$ cat src/rtl/qam16_frame_scheduler.sv
// qam16_frame_scheduler
//   Feeds a 16-QAM symbol mapper. Each frame starts with a fixed preamble.
//   After the preamble, each payload byte is sent as two 4-bit symbols,
//   high nibble first. One symbol slot opens every SYM_DIV clocks.
//
// Handshake: a payload byte is consumed on a clock edge where
//   in_valid && in_ready. in_ready is combinational. It is high only on
//   slot-strobe cycles in PAY_HI. in_valid may change freely while
//   in_ready is low.
//
// Ports:
//   clk, rst        clock, asynchronous active-low reset
//   start           frame request, accepted only in IDLE
//   frame_len       payload byte count, latched at start (0 = preamble only)
//   in_data/valid   payload byte stream, in_ready = byte consumed
//   sym/sym_valid   registered symbol to the mapper, 1-cycle pulse per symbol
//   map_valid       sym_valid delayed one clock (aligned with mapper output)
//   busy            frame in progress
//   underrun        pulse when a payload slot found no byte
//   done            pulse together with the frame's last sym_valid
//   dbg_state       current FSM state (IDLE=0, PREAMBLE=1, PAY_HI=2, PAY_LO=3)
module qam16_frame_scheduler #(
  parameter int          SYM_DIV      = 4,
  parameter int          PREAMBLE_LEN = 8,
  parameter logic [3:0]  PRE_A        = 4'b0000,
  parameter logic [3:0]  PRE_B        = 4'b1111,
  parameter int          LEN_W        = 8
) (
  input  logic             clk,
  input  logic             rst,
  input  logic             start,
  input  logic [LEN_W-1:0] frame_len,
  input  logic [7:0]       in_data,
  input  logic             in_valid,
  output logic             in_ready,
  output logic [3:0]       sym,
  output logic             sym_valid,
  output logic             map_valid,
  output logic             busy,
  output logic             underrun,
  output logic             done,
  output logic [1:0]       dbg_state
);

  localparam int DIV_W = (SYM_DIV > 1) ? $clog2(SYM_DIV) : 1;
  localparam int PRE_W = (PREAMBLE_LEN > 1) ? $clog2(PREAMBLE_LEN) : 1;
  localparam logic [DIV_W-1:0] DIV_LAST = DIV_W'(SYM_DIV - 1);
  localparam logic [PRE_W-1:0] PRE_LAST = PRE_W'(PREAMBLE_LEN - 1);

  typedef enum logic [1:0] {IDLE = 2'd0, PREAMBLE = 2'd1, PAY_HI = 2'd2, PAY_LO = 2'd3} state_t;

  state_t           state, state_nxt;
  logic [DIV_W-1:0] div_cnt;
  logic [PRE_W-1:0] pre_cnt;
  logic [LEN_W-1:0] byte_cnt;
  logic [3:0]       lo_nib;
  logic             strobe;
  logic             emit;      // this strobe produces a symbol
  logic             fin;       // the symbol being emitted is the frame's last
  logic             miss;      // payload slot found no byte
  logic             take;      // payload byte consumed this cycle
  logic [3:0]       sym_nxt;

  // Slot strobe: the divider is cleared on start, so the first strobe lands
  // in the first cycle after start acceptance.
  assign strobe    = (state != IDLE) && (div_cnt == '0);
  assign busy      = (state != IDLE);
  assign dbg_state = state;

  // State register
  always_ff @(posedge clk or negedge rst) begin
    if (!rst) state <= IDLE;
    else      state <= state_nxt;
  end

  // Next-state logic
  always_comb begin
    state_nxt = state;
    case (state)
      IDLE:     if (start) state_nxt = PREAMBLE;
      PREAMBLE: if (strobe && (pre_cnt == PRE_LAST))
                  state_nxt = (byte_cnt != '0) ? PAY_HI : IDLE;
      PAY_HI:   if (strobe && in_valid) state_nxt = PAY_LO;
      PAY_LO:   if (strobe) state_nxt = (byte_cnt != '0) ? PAY_HI : IDLE;
      default:  state_nxt = IDLE;
    endcase
  end

  // Output / datapath-control decode
  always_comb begin
    emit     = 1'b0;
    fin      = 1'b0;
    miss     = 1'b0;
    take     = 1'b0;
    in_ready = 1'b0;
    sym_nxt  = 4'h0;
    case (state)
      PREAMBLE: begin
        emit    = strobe;
        sym_nxt = pre_cnt[0] ? PRE_B : PRE_A;
        fin     = (pre_cnt == PRE_LAST) && (byte_cnt == '0);
      end
      PAY_HI: begin
        in_ready = strobe;
        take     = strobe && in_valid;
        miss     = strobe && !in_valid;
        emit     = take;
        sym_nxt  = in_data[7:4];
      end
      PAY_LO: begin
        emit    = strobe;
        sym_nxt = lo_nib;
        // byte_cnt was already decremented when the high nibble was taken
        fin     = (byte_cnt == '0);
      end
      default: ;
    endcase
  end

  // Counters and registered outputs
  always_ff @(posedge clk or negedge rst) begin
    if (!rst) begin
      div_cnt   <= '0;
      pre_cnt   <= '0;
      byte_cnt  <= '0;
      lo_nib    <= 4'h0;
      sym       <= 4'h0;
      sym_valid <= 1'b0;
      map_valid <= 1'b0;
      underrun  <= 1'b0;
      done      <= 1'b0;
    end else begin
      sym_valid <= emit;
      done      <= emit && fin;
      underrun  <= miss;
      map_valid <= sym_valid;
      if (emit) sym <= sym_nxt;
      if (state == IDLE) begin
        div_cnt <= '0;
        if (start) begin
          byte_cnt <= frame_len;
          pre_cnt  <= '0;
        end
      end else begin
        div_cnt <= (div_cnt == DIV_LAST) ? '0 : div_cnt + 1'b1;
        if ((state == PREAMBLE) && strobe) pre_cnt <= pre_cnt + 1'b1;
        if (take) begin
          byte_cnt <= byte_cnt - 1'b1;
          lo_nib   <= in_data[3:0];
        end
      end
    end
  end

endmodule

$ cat config.mk
export PLATFORM = sky130hd
export DESIGN_NAME = qam16_frame_scheduler
export DESIGN_NICKNAME = d
export VERILOG_FILES = /design/src/rtl/qam16_frame_scheduler.sv
export SDC_FILE = /design/constraint.sdc
export NUM_CORES = 1
export LEC_CHECK = 0
export ABC_AREA = 1
export ABC_CLOCK_PERIOD_IN_PS = 3800
export CELL_PAD_IN_SITES_DETAIL_PLACEMENT = 1
export CELL_PAD_IN_SITES_GLOBAL_PLACEMENT = 2
export CORE_MARGIN = 2
export CORE_UTILIZATION = 25
export CTS_CLUSTER_DIAMETER = 30
export DETAILED_ROUTE_END_ITERATION = 6
export PLACE_DENSITY_LB_ADDON = 0.3
export SYNTH_ARGS = -nofsm -noshare
export SYNTH_HDL_FRONTEND = slang
export SYNTH_SLANG_ARGS = --single-unit
$ cat constraint.sdc
create_clock -name clk -period 3.8 [get_ports clk]
set_input_delay 1.14 -clock clk [delete_from_list [all_inputs] [get_ports clk]]
set_output_delay 1.14 -clock clk [all_outputs]
set_load 0.02 [all_outputs]
==> impl_metrics.toml, run 1 <==
[run_status]
run_status = "finished clean"

[place]
io_buffers = 31
pre_cts_slack_ps = 938.1
hpwl_mm = 2.976
place_area_mm2 = 0.001943
gp_congestion = 0.7991

[final_layout]
final_cell_area_mm2 = 0.001988
area_growth_pct = 27.63
drive_gt1_frac = 0.1030
antenna_cells = 0
nets = 260
fin_util = 0.3338

[floorplan]
fp.dieH_um = 82.94
num_rows = 28
core-area_mm2 = 0.005956
die_area_mm2 = 0.006878
initial_utilization = 0.2616
die_x_um = 82.94
io_pins = 32

[timing]
period_share = 0.8278
fmax_mhz = 317.9
clock_skew_ps = 4.618
finalCriticalPeriod_ps = 3146
setup_viol = 0
rsz0062_at_grt = "no"
fin_ws_ps = 654.4
slew_viol_final = 0
maxSlewHeadroom = 0.6232
tightest_slew_ps = 565.3
hold_viol_final = 0
setup_tns_ps = 0

[route]
drt_iter0_drc = 33
drtAntennaViolNets = 0
route.detailed.drc = 0
vias_per_cell = 4.438
drt_pass1_iterations = 4
routed_wirelength_mm = 3.823
num_vias = 1367
wire_per_inst_um = 12.41

[global_routing]
grt_pass1_wl_mm = 6.755
grt_pass1_vias = 1415
grt_overflow = 0
antenna_found_initial = 0
grt_use_total = 0.1192
grt_start_max_net_pins = 28

[yosys]
syn_inst = 200
avgSynthCellArea_um2 = 7.789
synth_top_area_frac = 0.4337
netlist_area_mm2 = 0.001558
yosysUniqueCellTypes = 26
synth_ff_type = "dfrtp_1"
yosysMostFrequentCell = "nand2_1"
ys_ff_latch = 27
synth-edff-count = 0
synthArstFlopShare = 1.000
syn_nets = 226
synth.area.top_cells = "dfrtp_1, nand2_1, nand3_1"
yosys_warnings = 0
synth_commonest_cells = "nand2_1, dfrtp_1, nand3_1, inv_1, nor2_1"
synth_top_area_cell = "dfrtp_1"
synth_seq_area_share = 0.4337

[power]
finalPower_mw = 1.584
leakage_nw = 0.9844
powerDensity_mw_per_mm2 = 796.8
ir_drop_mv = 0.2472

[critical_path]
reg2reg_setup_slack_ps = 2260
end_kind = "output pin"
crit_arrival_ps = 2010
crit_path_start_kind = "flip-flop"
required_ps = 2660
r2r-end = "pre_cnt[0]"
r2r-start = "dbg_state[0]"
ff2ff_path_depth = 5
crit_fanout = 7
critical_path_class = "flip-flop to output pin"

[clock_network]
cts_resized = 0
clk_latency_ps = 270
cts_setup_buffers = 0
cts-buffers-inserted = 3
cts.sinks = 27
cts_buffer_depth = 2
clk_pin_slew_worst_paths_ps = 100
hold_buffers = 0
cts_tree = "yes"
cts_root_buffer = "clkbuf_8"
h-tree-depth = 1

[worst_hold_path]
hold_end = "map_valid"
holdCritStartpoint = "sym_valid"
holdCritPathClass = "flip-flop to flip-flop"
min_path_cells = 0

[job]
maxCapViolCount = 0
layout by cell type, fill, tap and decap left out:
| cell type | synthesis | layout |
|---|---|---|
| nand2_2 | 1 | 1 |
| nor3_1 | 4 | 4 |
| nor3b_1 | 1 | 1 |
| nor2_8 | 2 | 2 |
| inv_4 | 1 | 1 |
| ha_1 | 6 | 6 |
| nand2_1 | 73 | 73 |
| a22oi_1 | 1 | 1 |
| nand4_1 | 2 | 2 |
| dfrtp_1 | 27 | 27 |
| nand2_8 | 1 | 1 |
| buf_4 | 2 | 1 |
| o21ai_0 | 6 | 6 |
| nand3_1 | 22 | 22 |
| nand2_4 | 1 | 1 |
| nor2_2 | 7 | 7 |
| inv_2 | 4 | 4 |
| o211ai_1 | 1 | 1 |
| inv_6 | 1 | 1 |
| a21oi_1 | 1 | 1 |
| nand3_4 | 1 | 1 |
| clkbuf_8 | 0 | 3 |
| clkdlybuf4s50_1 | 0 | 31 |
| nor3_2 | 1 | 1 |
| clkbuf_1 | 0 | 1 |
| o21ai_1 | 3 | 3 |
| nor2_1 | 14 | 14 |
| inv_1 | 16 | 16 |
layout make-up:
| cell class | instances | area (um2) |
|---|---|---|
| fillers | 739 | 3968 |
| inverters | 22 | 90.09 |
| flip-flops and latches | 27 | 675.6 |
| clock buffers | 4 | 45.04 |
| repair buffers | 32 | 317.8 |
| multi-input cells | 148 | 765.7 |
| well taps | 75 | 93.84 |
state kept, by name, summed over array words and instances, names as in the netlist, 2 cells and up, named ones only:
| signal | count |
|---|---|
| byte_cnt | 8 |
| div_cnt | 2 |
| lo_nib | 4 |
| pre_cnt | 3 |
| sym | 4 |
routing by layer:
metal | share of wire | global-route usage | vias up | wire length, um
met5 | 0 | 0 | - | 0
met4 | 0.011 | 0.04024 | 0 | 41
met3 | 0.026 | 0.01491 | 2 | 98
met2 | 0.45 | 0.1870 | 24 | 1707
met1 | 0.52 | 0.1693 | 640 | 1975
li1 | - | - | 701 | -
report_power, final:
group / internal [mW] / total [mW] / switching (mW)
Sequential: 0.411 / 0.548 / 0.136
Combinational: 0.336 / 0.868 / 0.532
Clock: 0.0752 / 0.168 / 0.0930
kinds of logic (layout without fill, tap and decap cells):
kind of cell,after synthesis,in the layout,synth area share
fa+ha+maj,6,6,0.04819
flops,27,27,0.4337
compound gates,12,12,0.04177
buf+inv,25,58,0.07470
simple gates,130,130,0.4016
worst max path at each step:
| stage | from | to | slack, ps | depth (start not counted) |
|---|---|---|---|---|
| final | div_cnt[0] | in_ready | 650 | 5 |
| after global routing | div_cnt[0] | in_ready | 510 | 5 |
| after CTS | div_cnt[0] | in_ready | 620 | 5 |
| after detailed placement | div_cnt[0] | in_ready | 940 | 5 |
| after global placement | div_cnt[0] | in_ready | 970 | 5 |
| after floorplan | div_cnt[0] | in_ready | 1580 | 4 |
worst max-delay path, stage by stage (launching register included):
cell             delay (ps)
dfrtp_1                 410
inv_1                    60
ha_1                    320
inv_2                    90
nor2_2                  200
clkdlybuf4s50_1         640
stage by stage:
| step | cells | hold slack (ps) |
|---|---|---|
| 2_1_floorplan | 200 | 438.1 |
| 3_3_place_gp | 304 | 363.3 |
| 3_5_place_dp | 304 | 377.1 |
| 4_1_cts | 308 | 399.6 |
| 5_1_grt | 308 | 417.4 |
| 6_report | 308 | 392.3 |
Power figures use the tool's default switching activity.
==> inputs of run 2 (changes only) <==
--- a/config.mk
+++ b/config.mk
@@ -6,7 +6,7 @@
 export NUM_CORES = 1
 export LEC_CHECK = 0
 export ABC_AREA = 1
-export ABC_CLOCK_PERIOD_IN_PS = 3800
+export ABC_CLOCK_PERIOD_IN_PS = 2700
 export CELL_PAD_IN_SITES_DETAIL_PLACEMENT = 1
 export CELL_PAD_IN_SITES_GLOBAL_PLACEMENT = 2
 export CORE_MARGIN = 2
==> constraint.sdc (replaced) <==
create_clock -name clk -period 2.7 [get_ports clk]
set_input_delay 0.81 -clock clk [delete_from_list [all_inputs] [get_ports clk]]
set_output_delay 0.81 -clock clk [all_outputs]
set_load 0.02 [all_outputs]
==> impl_metrics.toml, run 2 (synthesis results as in run 1) <==
[run_status]
run_status = "finished clean"

[route]
wire_per_inst_um = 12.17
drtAntennaViolNets = 0
drt_pass1_iterations = 3
num_vias = 1361
routed_wirelength_mm = 3.796
route.detailed.drc = 0
drt_iter0_drc = 60
vias_per_cell = 4.362

[clock_network]
clk_latency_ps = 280
cts_root_buffer = "clkbuf_8"
cts_tree = "yes"
clk_pin_slew_worst_paths_ps = 100
cts_buffer_depth = 2
hold_buffers = 0
h-tree-depth = 1
cts.sinks = 27
cts-buffers-inserted = 3

[global_routing]
grt_start_max_net_pins = 28
grt_overflow = 0
grt_pass1_vias = 1323
antenna_found_initial = 0
grt_pass1_wl_mm = 6.555
grt_use_total = 0.1160

[critical_path]
ff2ff_path_depth = 8
end_kind = "output pin"
r2r-start = "pre_cnt[0]"
crit_path_start_kind = "flip-flop"
crit_arrival_ps = 1660
critical_path_class = "flip-flop to output pin"
required_ps = 1890
reg2reg_setup_slack_ps = 1230
crit_fanout = 10

[job]
maxCapViolCount = 0

[place]
io_buffers = 31
gp_congestion = 0.7991
hpwl_mm = 2.934
placed_cells_incl_taps = 308
pre_cts_slack_ps = 346.8

[power]
power_frac_seq = 0.318
comb_power_share = 0.574
pwr-share-clk = 0.108
leakage_nw = 1.019
ir_drop_mv = 0.3543
swShare = 0.4760
internal-power_mw = 1.193
p_switching_mw = 1.084
powerDensity_mw_per_mm2 = 1125
finalPower_mw = 2.277

[timing]
setup_viol = 0
fmax_mhz = 405.0
fin_ws_ps = 230.8
setup_tns_ps = 0
rsz0062_at_grt = "no"
slew_viol_final = 0
tightest_slew_ps = 365.6
clock_skew_ps = 5.736
maxSlewHeadroom = 0.7563
hold_viol_final = 0
finalCriticalPeriod_ps = 2469
period_share = 0.9145

[floorplan]
fp.dieH_um = 82.94
initial_utilization = 0.2616
num_rows = 28
die_area_mm2 = 0.006878
core-area_mm2 = 0.005956
die_x_um = 82.94
io_pins = 32

[final_layout]
final_cells = 312
drive_gt1_frac = 0.1224
nets = 264
multi_input_area_um2 = 765.7
regMostFlops = "byte_cnt"
n_fill_cell = 752
final_common_cell = "nand2_1"
layout_common_cells = "nand2_1, clkdlybuf4s50_1, dfrtp_1, nand3_1, inv_1"
largest_reg_flops = 8
fin_util = 0.3399
reg_top3 = "byte_cnt (8), lo_nib (4), sym (4)"
area_growth_pct = 29.96
antenna_cells = 0
seqCellArea_um2 = 675.6

[worst_hold_path]
min_path_cells = 0
holdCritStartpoint = "sym_valid"
hold_end = "map_valid"
holdCritPathClass = "flip-flop to flip-flop"
==> run 2: power by group through the flow <==
stage | sequential, mW | combinational, mW | clock [mW]
global route | 0.753 | 1.50 | 0.279
floorplan | 0.754 | 0.895 | 0
CTS | 0.727 | 1.34 | 0.259
finish | 0.723 | 1.31 | 0.246
detailed placement | 0.735 | 1.34 | 0
global placement | 0.731 | 1.33 | 0
==> run 2: area by class of cell <==
cell class	count	area share
multi-input combinational	148	0.3782
sequential	27	0.3337
timing repair buffer	36	0.1731
tap	75	0.04635
inverter	22	0.04450
clock buffer	3	0.02040
clock inverter	1	0.003708
==> run 2: routing by layer <==
layer  part of all wire  wire length, um  global-route usage
met1               0.52             1955              0.1689
met2               0.44             1673              0.1716
met3              0.030              115             0.02386
met4              0.013               51             0.03577
met5                  0                0                   0
==> run 2: worst max-delay path, cell delays in order, from the launching register on <==
cell,delay [ps]
dfrtp_1,400
buf_4,200
nor2_8,180
inv_2,60
clkdlybuf4s50_1,540
==> run 2: per-stage QoR <==
stage,area (um2),hold slack [ps]
2_1_floorplan,1558,438.1
3_3_place_gp,1973,363.9
3_5_place_dp,1973,383.0
4_1_cts,2022,409.0
5_1_grt,2024,424.3
6_report,2024,395.4
==> run 2: how the worst max path moves through the flow <==
stage / start / end / slack, ps / cells past startpoint
after floorplan: div_cnt[0] / in_ready / 810 / 4
after global placement: div_cnt[0] / in_ready / 390 / 5
after detailed placement: div_cnt[0] / in_ready / 350 / 5
after CTS: div_cnt[0] / in_ready / 30 / 5
after global routing: dbg_state[0] / busy / 130 / 4
final: dbg_state[0] / busy / 230 / 4
==> run 2: what timing repair did <==
action	CTS	global route
setup buffers	0	0
endpoints found under the hold margin	0	0
resized for setup	0	1
endpoints found under the setup margin	0	1
==> inputs of run 3 (changes only) <==
--- a/config.mk
+++ b/config.mk
@@ -13,6 +13,7 @@
 export CORE_UTILIZATION = 25
 export CTS_CLUSTER_DIAMETER = 30
 export DETAILED_ROUTE_END_ITERATION = 6
+export GPL_ROUTABILITY_DRIVEN = 0
 export PLACE_DENSITY_LB_ADDON = 0.3
 export SYNTH_ARGS = -nofsm -noshare
 export SYNTH_HDL_FRONTEND = slang
==> results of run 3 <==
Same layout as run 2: the final DEF is identical, and so are final timing and power.
